$ cat config.mk
export PLATFORM = sky130hd
export DESIGN_NAME = mul_shift_add
export DESIGN_NICKNAME = d
export VERILOG_FILES = /design/src/rtl/mul_shift_add_pkg.sv /design/src/rtl/mul_shift_add_add16.sv /design/src/rtl/mul_shift_add.sv
export SDC_FILE = /design/constraint.sdc
export NUM_CORES = 1
export LEC_CHECK = 0
export ABC_AREA = 1
export CORE_MARGIN = 2
export CORE_UTILIZATION = 30
export CTS_CLUSTER_DIAMETER = 60
export DETAILED_ROUTE_END_ITERATION = 10
export HOLD_SLACK_MARGIN = 0.02
export PLACE_DENSITY = 0.59
export SLEW_MARGIN = 15
export SYNTH_ARGS = -nofsm -noshare
export SYNTH_HDL_FRONTEND = slang
export SYNTH_SLANG_ARGS = --single-unit
$ cat constraint.sdc
create_clock -name clk -period 7.83 [get_ports clk]
set_clock_uncertainty 0.05 [all_clocks]
set_input_delay 2.349 -clock clk [delete_from_list [all_inputs] [get_ports clk]]
set_output_delay 2.349 -clock clk [all_outputs]
set_load 0.01 [all_outputs]
$ cat src/rtl/mul_shift_add_pkg.sv
// ============================================================================
// mul_shift_add_pkg : shared calculator types and constants for the multiplier
// Revision: 1.0
// ============================================================================
`default_nettype none

package mul_shift_add_pkg;

  localparam int OPW = 16;
  localparam logic [3:0] ITER_LAST = 4'd15;

  typedef enum logic [1:0] {
    IDLE = 2'd0,
    RUN  = 2'd1,
    DONE = 2'd2
  } state_t;

endpackage

`default_nettype wire

$ cat src/rtl/mul_shift_add_add16.sv
// ============================================================================
// add16 : combinational 16-bit ripple adder, generate/propagate carry form
// Revision: 1.0
// ============================================================================
`default_nettype none

module add16
  import mul_shift_add_pkg::*;
(
  input  logic [OPW-1:0] a,
  input  logic [OPW-1:0] b,
  input  logic           cin,
  output logic [OPW-1:0] sum,
  output logic           cout
);

  logic [OPW-1:0] gen;
  logic [OPW-1:0] prop;
  logic [OPW:0]   carry;

  assign gen      = a & b;
  assign prop     = a ^ b;
  assign carry[0] = cin;

  generate
    for (genvar i = 0; i < OPW; i++) begin : g_carry
      assign carry[i+1] = gen[i] | (prop[i] & carry[i]);
    end
  endgenerate

  assign sum  = prop ^ carry[OPW-1:0];
  assign cout = carry[OPW];

endmodule

`default_nettype wire

$ cat src/rtl/mul_shift_add.sv
// ============================================================================
// mul_shift_add : sequential 16x16 unsigned shift-and-add multiplier, 16 cycles
// Revision: 1.0
// ============================================================================
`default_nettype none

module mul_shift_add
  import mul_shift_add_pkg::*;
(
  input  logic             clk,
  input  logic             rst,
  input  logic             start,
  input  logic [OPW-1:0]   a,
  input  logic [OPW-1:0]   b,
  output logic             busy,
  output logic             done,
  output logic [2*OPW-1:0] product,
  output logic             overflow
);

  state_t           state;
  logic [OPW-1:0]   mcand;
  logic [2*OPW-1:0] acc;
  logic [3:0]       cnt;

  logic [OPW-1:0]   addend;
  logic [OPW-1:0]   sum;
  logic             cout;
  logic [2*OPW-1:0] acc_next;

  assign addend = acc[0] ? mcand : '0;

  add16 u_add16 (
    .a    (acc[2*OPW-1:OPW]),
    .b    (addend),
    .cin  (1'b0),
    .sum  (sum),
    .cout (cout)
  );

  // Carry re-enters at bit 31 as the partial sum shifts right, so no bit is lost
  assign acc_next = {cout, sum, acc[OPW-1:1]};

  always_ff @(posedge clk) begin
    if (rst) begin
      state    <= IDLE;
      mcand    <= '0;
      acc      <= '0;
      cnt      <= '0;
      busy     <= 1'b0;
      done     <= 1'b0;
      product  <= '0;
      overflow <= 1'b0;
    end else begin
      case (state)
        IDLE, DONE: begin
          done <= 1'b0;
          if (start) begin
            mcand <= a;
            acc   <= {{OPW{1'b0}}, b};
            cnt   <= '0;
            busy  <= 1'b1;
            state <= RUN;
          end else begin
            state <= IDLE;
          end
        end
        RUN: begin
          acc <= acc_next;
          cnt <= cnt + 4'd1;
          if (cnt == ITER_LAST) begin
            busy     <= 1'b0;
            done     <= 1'b1;
            product  <= acc_next;
            overflow <= |acc_next[2*OPW-1:OPW];
            state    <= DONE;
          end
        end
        default: begin
          busy  <= 1'b0;
          done  <= 1'b0;
          state <= IDLE;
        end
      endcase
    end
  end

endmodule

`default_nettype wire

After elaboration in Yosys (flattened, before gate mapping). Index checks and enable logic that the tools add are counted.

Multipliers: 0. Muxes and demuxes: 11. Add/subtract/negate cells: 1. Divide/modulo/power cells: 0. Bitwise logic cells: 34. $lt $le $gt $ge: 0. Shift-type cells: 0. Reduce and logical (&&, ||, !) cells: 9. Equal/unequal tests: 5.

Operators with widths (count): $pmux W32 S2 (1); $mux W32 (1); $xor A16 B16 Y16 (2); $and A16 B16 Y16 (1); $mux W16 (1); $reduce_or A16 Y1 (1); $and A1 B1 Y1 (15); $or A1 B1 Y1 (15); $pmux W4 S2 (1); $reduce_and A2 Y1 (4); $add A4 B1 Y4 const B (1); $eq A4 B4 Y1 const B (1); $mux W4 (1); $ne A2 B2 Y1 const B (2); $pmux W2 S2 (1); $reduce_or A2 Y1 (2); $mux W1 (3); $eq A2 B1 Y1 const B (1); $eq A2 B2 Y1 const B (1); $logic_not A2 Y1 (1); $mux W2 (1); $pmux W1 S2 (1); $reduce_bool A2 Y1 (1); $not A1 Y1 (1).

Bits in latches: 0. Word-level logic and storage cells: 68. Bits of input ports: 35. Memories kept: 0. Register bits after elaboration: 89. Bits in read-only memories: 0. RAM bits: 0.

Logic depth before layout (Yosys ltp).
Word-level depth: 33. Depth in mapped cells: 27.

Modules after synthesis. From an unflattened synthesis, not the netlist that was laid out.

Cells, all modules: 506. Area, all modules: 3774.9 sq um.

Modules (own cells, without submodules): mul_shift_add (seq. area each 1781.7 sq um, times used 1, area each 3417.0 sq um, cells each 480); add16 (seq. area each 0.0 sq um, times used 1, area each 357.8 sq um, cells each 26).

Least setup slack after synthesis. No wires, ideal clock.

Path type: register -> register. Start: reg acc[0]. End: reg overflow. Path slack: 0.765 ns. Arrival time: 6.897 ns. Data required time: 7.663 ns. Period minus slack after synthesis: 7.065 ns. Library setup time: 0.117 ns. Cell stages (with the launch flop): 26. Path buffers: 2. Path through: dfxtp_1 -> clkbuf_1 -> clkbuf_1 -> nand2_1 -> fa_1 -> fa_1 -> fa_1 -> fa_1 -> fa_1 -> fa_1 -> fa_1 -> fa_1 -> fa_1 -> fa_1 -> fa_1 -> fa_1 -> fa_1 -> inv_1 -> fa_1 -> inv_1 -> fa_1 -> nand2_1 -> nor2_1 -> nand2_1 -> nor2_1 -> a21oi_1.

Longest elaborated chain between the ends: 33. Elaborated cells between the ends (all ways): 35. Those cells by class: 1 x mux; 33 x bitwise; 1 x reduce/logical.

Ends and longest elaborated chain: start, declared (line mul_shift_add.sv:23) `logic [2*OPW-1:0] acc;`; start signal, assigned (line mul_shift_add.sv:60) `acc <= {{OPW{1'b0}}, b};`; start signal, assigned (line mul_shift_add.sv:69) `acc <= acc_next;`; $mux W16 * (line mul_shift_add.sv:31) `assign addend = acc[0] ? mcand : '0;`; $xor A16 B16 Y16 or $and A16 B16 Y16 (tied branches) (line mul_shift_add_add16.sv:22, mul_shift_add_add16.sv:21); $and A1 B1 Y1 (line mul_shift_add_add16.sv:27) `assign carry[i+1] = gen[i] | (prop[i] & carry[i]);`; $or A1 B1 Y1 (line mul_shift_add_add16.sv:27); $and A1 B1 Y1 (line mul_shift_add_add16.sv:27); $or A1 B1 Y1 (line mul_shift_add_add16.sv:27); $and A1 B1 Y1 (line mul_shift_add_add16.sv:27); $or A1 B1 Y1 (line mul_shift_add_add16.sv:27); [... 17 more ...]; $or A1 B1 Y1 (line mul_shift_add_add16.sv:27); $and A1 B1 Y1 (line mul_shift_add_add16.sv:27); $or A1 B1 Y1 (line mul_shift_add_add16.sv:27); $and A1 B1 Y1 (line mul_shift_add_add16.sv:27); $or A1 B1 Y1 (line mul_shift_add_add16.sv:27); $and A1 B1 Y1 (line mul_shift_add_add16.sv:27); $or A1 B1 Y1 (line mul_shift_add_add16.sv:27); $reduce_or A16 Y1 * (line mul_shift_add.sv:75) `overflow <= |acc_next[2*OPW-1:OPW];`; end signal, assigned (line mul_shift_add.sv:75); end, declared (line mul_shift_add.sv:18) `output logic overflow`.

Mark *: on every way between the ends. The rest lies on a longest branch, timed or not. A chain may end at the register's enable or synchronous reset.

Final worst setup path. Same ends and word-level chain as after synthesis.

==> results.cfg <==
[outcome]
status = finished, final reports clean

[yosys]
ys_ff_latch = 89
yosys.cell_types.count = 18
syn_nets = 521
avgSynthCellArea_sq_um = 7.82
synth_area_sq_um = 3670
yosys_warnings = 0
yosysSeqAreaShare_pct = 48.6
synthCells = 469

[pwr]
power_switching_w = 0.000222
cellPowerDensity_nw_per_um2 = 216
p_clk_share_pct = 45.3
switching_share_pct = 21.6
ir_drop_mv = 0.114
p_int_w = 0.000806
p_leak_nw = 1.79
seqPwrFrac_pct = 46.5
power_frac_comb_pct = 8.1

[setup_path]
worstSetupStartpointType = flop
crit_type = reg2reg
regToRegEndpoint = overflow
ff2ff_setup_slack_ps = 820
worstSetupEndpointType = flop
rr_worst_depth = 24
critPathArrivalTime_ps = 7150
cp_max_fo = 16
r2r-start = acc[0]
required_ps = 7970

[timing]
period_needed_ps = 7010
tightest_slew_ps = 1130
slew_violations = 0
finalCritPeriodShare_pct = 89.5
finalWorstSetupSlack_ps = 822
setup_viol = 0
final-hold-violation-count = 0
max_freq_mhz = 143
setup_tns_ps = 0
rsz0062_at_grt = no
maxSlewHeadroom_pct = 24.2

[global_route]
globalRoute.totalOverflow = 0
grtUsageMet2_pct = 22.6
track_usage_pct = 14.4
grt_use_met1_pct = 20.0
grt_start_max_net_pins = 63
grt.busiest_layer = met2
met3_usage_pct = 2.54
antenna_found_initial = 0
grt_pass1_vias = 3048
grt_pass1_wl_mm = 15.0

[clock_tree]
insertion_delay_ps = 330
hold_buffers = 0
h-tree-depth = 3
cts_tree = done
cts_buffers = 9
cts_setup_buffers = 0
cts_buffer_depth = 2
cts_sinks = 89
cts-resized-gates = 0
path_clk_slew_ps = 60
clockRootBuffer = clkbuf_16

[placed_design]
dp_hpwl_mm = 6.11
gp_congestion = 0.789
pre_cts_slack_ps = 831
portBuffers = 69

[final_layout]
layout.nets = 577
area_delta_synth_final_pct = 30.0
mostFrequentLayoutCell = nand2_1
fill_cells = 1184
fin_util_pct = 39.8
multi_input_area_sq_um = 1660
drive_gt1_share_pct = 4.73
regArea_sq_um = 1780
final_cell_mix = nand2_1, dfxtp_1, clkdlybuf4s50_1
antenna_cells = 0

[hold_path]
hold_end = done
hp-start = done
holdPathStages = 2
min_path_type = reg2reg

[floorplan]
start_util_pct = 30.6
num_io_pins = 70
core-area_sq_um = 12000
fp.dieW_um = 115
rows = 40
die_h_um = 115
die-area_sq_um = 13100

[drt]
drc = 0
vias_per_cell = 4.63
finalWirelength_mm = 8.92
ant_nets = 0
num_vias = 3132
drt_pass1_iterations = 6
wire_per_inst_um = 13.2
drt_iter0_drc = 146

[job]
maxCapViolations = 0
-- flip-flops by register name, indices dropped and copies added, names as in the netlist --
signal    cells
acc          32
product      32
mcand        16
cnt           4
state         2
busy          1
done          1
overflow      1
-- synth_stat cells --
master / n / area [sq um]
nand2_1: 122 / 458
dfxtp_1: 89 / 1780
nor2_1: 58 / 218
nand3_1: 40 / 200
a21oi_1: 33 / 165
o21ai_0: 30 / 150
inv_1: 25 / 93.8
o21ai_1: 20 / 100
fa_1: 15 / 300
buf_2: 14 / 70.1
clkbuf_1: 10 / 37.5
inv_2: 3 / 11.3
nor2_2: 3 / 18.8
buf_4: 2 / 15.0
ha_1: 2 / 25.0
clkinv_1: 1 / 3.75
nand2_2: 1 / 6.26
nand2_4: 1 / 11.3
-- power by group through the flow --
stage | Sequential [W] | Clock [W] | Combinational (W)
global route | 0.000480 | 0.000501 | 0.0000957
finish | 0.000479 | 0.000466 | 0.0000838
CTS | 0.000479 | 0.000476 | 0.0000847
floorplan | 0.000485 | 0 | 0.0000535
global placement | 0.000488 | 0 | 0.0000831
detailed placement | 0.000489 | 0 | 0.0000845
-- worst max path at each step --
stage,from,to,depth (start not counted)
global route,acc[0],overflow,24
finish,acc[0],overflow,24
CTS,acc[0],overflow,24
detailed placement,acc[0],overflow,24
global placement,acc[0],overflow,24
floorplan,acc[0],overflow,25
-- stage by stage --
step	hold WS [ps]	cells	total power [W]	instance area (sq um)
detailed placement	394	661	0.000573	4430
finish	396	676	0.00103	4770
global placement	384	661	0.000571	4430
floorplan	391	469	0.000539	3670
global route	420	676	0.00108	4770
CTS	403	676	0.00104	4760
-- worst max-delay path: stages (launching register included) --
cell	delay, ps
dfxtp_1	330
buf_4	210
nand2_1	100
fa_1	410
fa_1	390
fa_1	400
fa_1	390
fa_1	380
fa_1	390
fa_1	390
fa_1	390
fa_1	390
fa_1	390
fa_1	380
fa_1	380
fa_1	360
inv_1	80
fa_1	150
inv_1	50
fa_1	520
nand2_1	60
nor2_1	80
nand2_1	50
nor2_1	80
a21oi_1	60
-- final cells by class --
class / count / share of cell area [%]
timing repair buffer: 71 / 14.8
clock inverter: 2 / 1.26
inverter: 29 / 2.28
multi-input combinational: 325 / 34.7
clock buffer: 13 / 5.67
sequential: 89 / 37.4
tap: 147 / 3.86
-- logic make-up (layout without fill, tap and decap cells) --
family / after synthesis / count (layout) / share of synthesized area [%]
AOI/OAI and AO/OA: 83 / 83 / 11.3
adders and majority gates: 17 / 17 / 8.87
buffers and inverters: 55 / 115 / 6.31
DFF: 89 / 89 / 48.6
and+or+nand+nor: 225 / 225 / 24.9
-- routing by layer --
layer	part of all wire (%)	up-vias
met5	0	-
met4	0.87	0
met3	3.9	6
met2	47	60
met1	48	1464
li1	-	1602
Power figures use the tool's default switching activity.
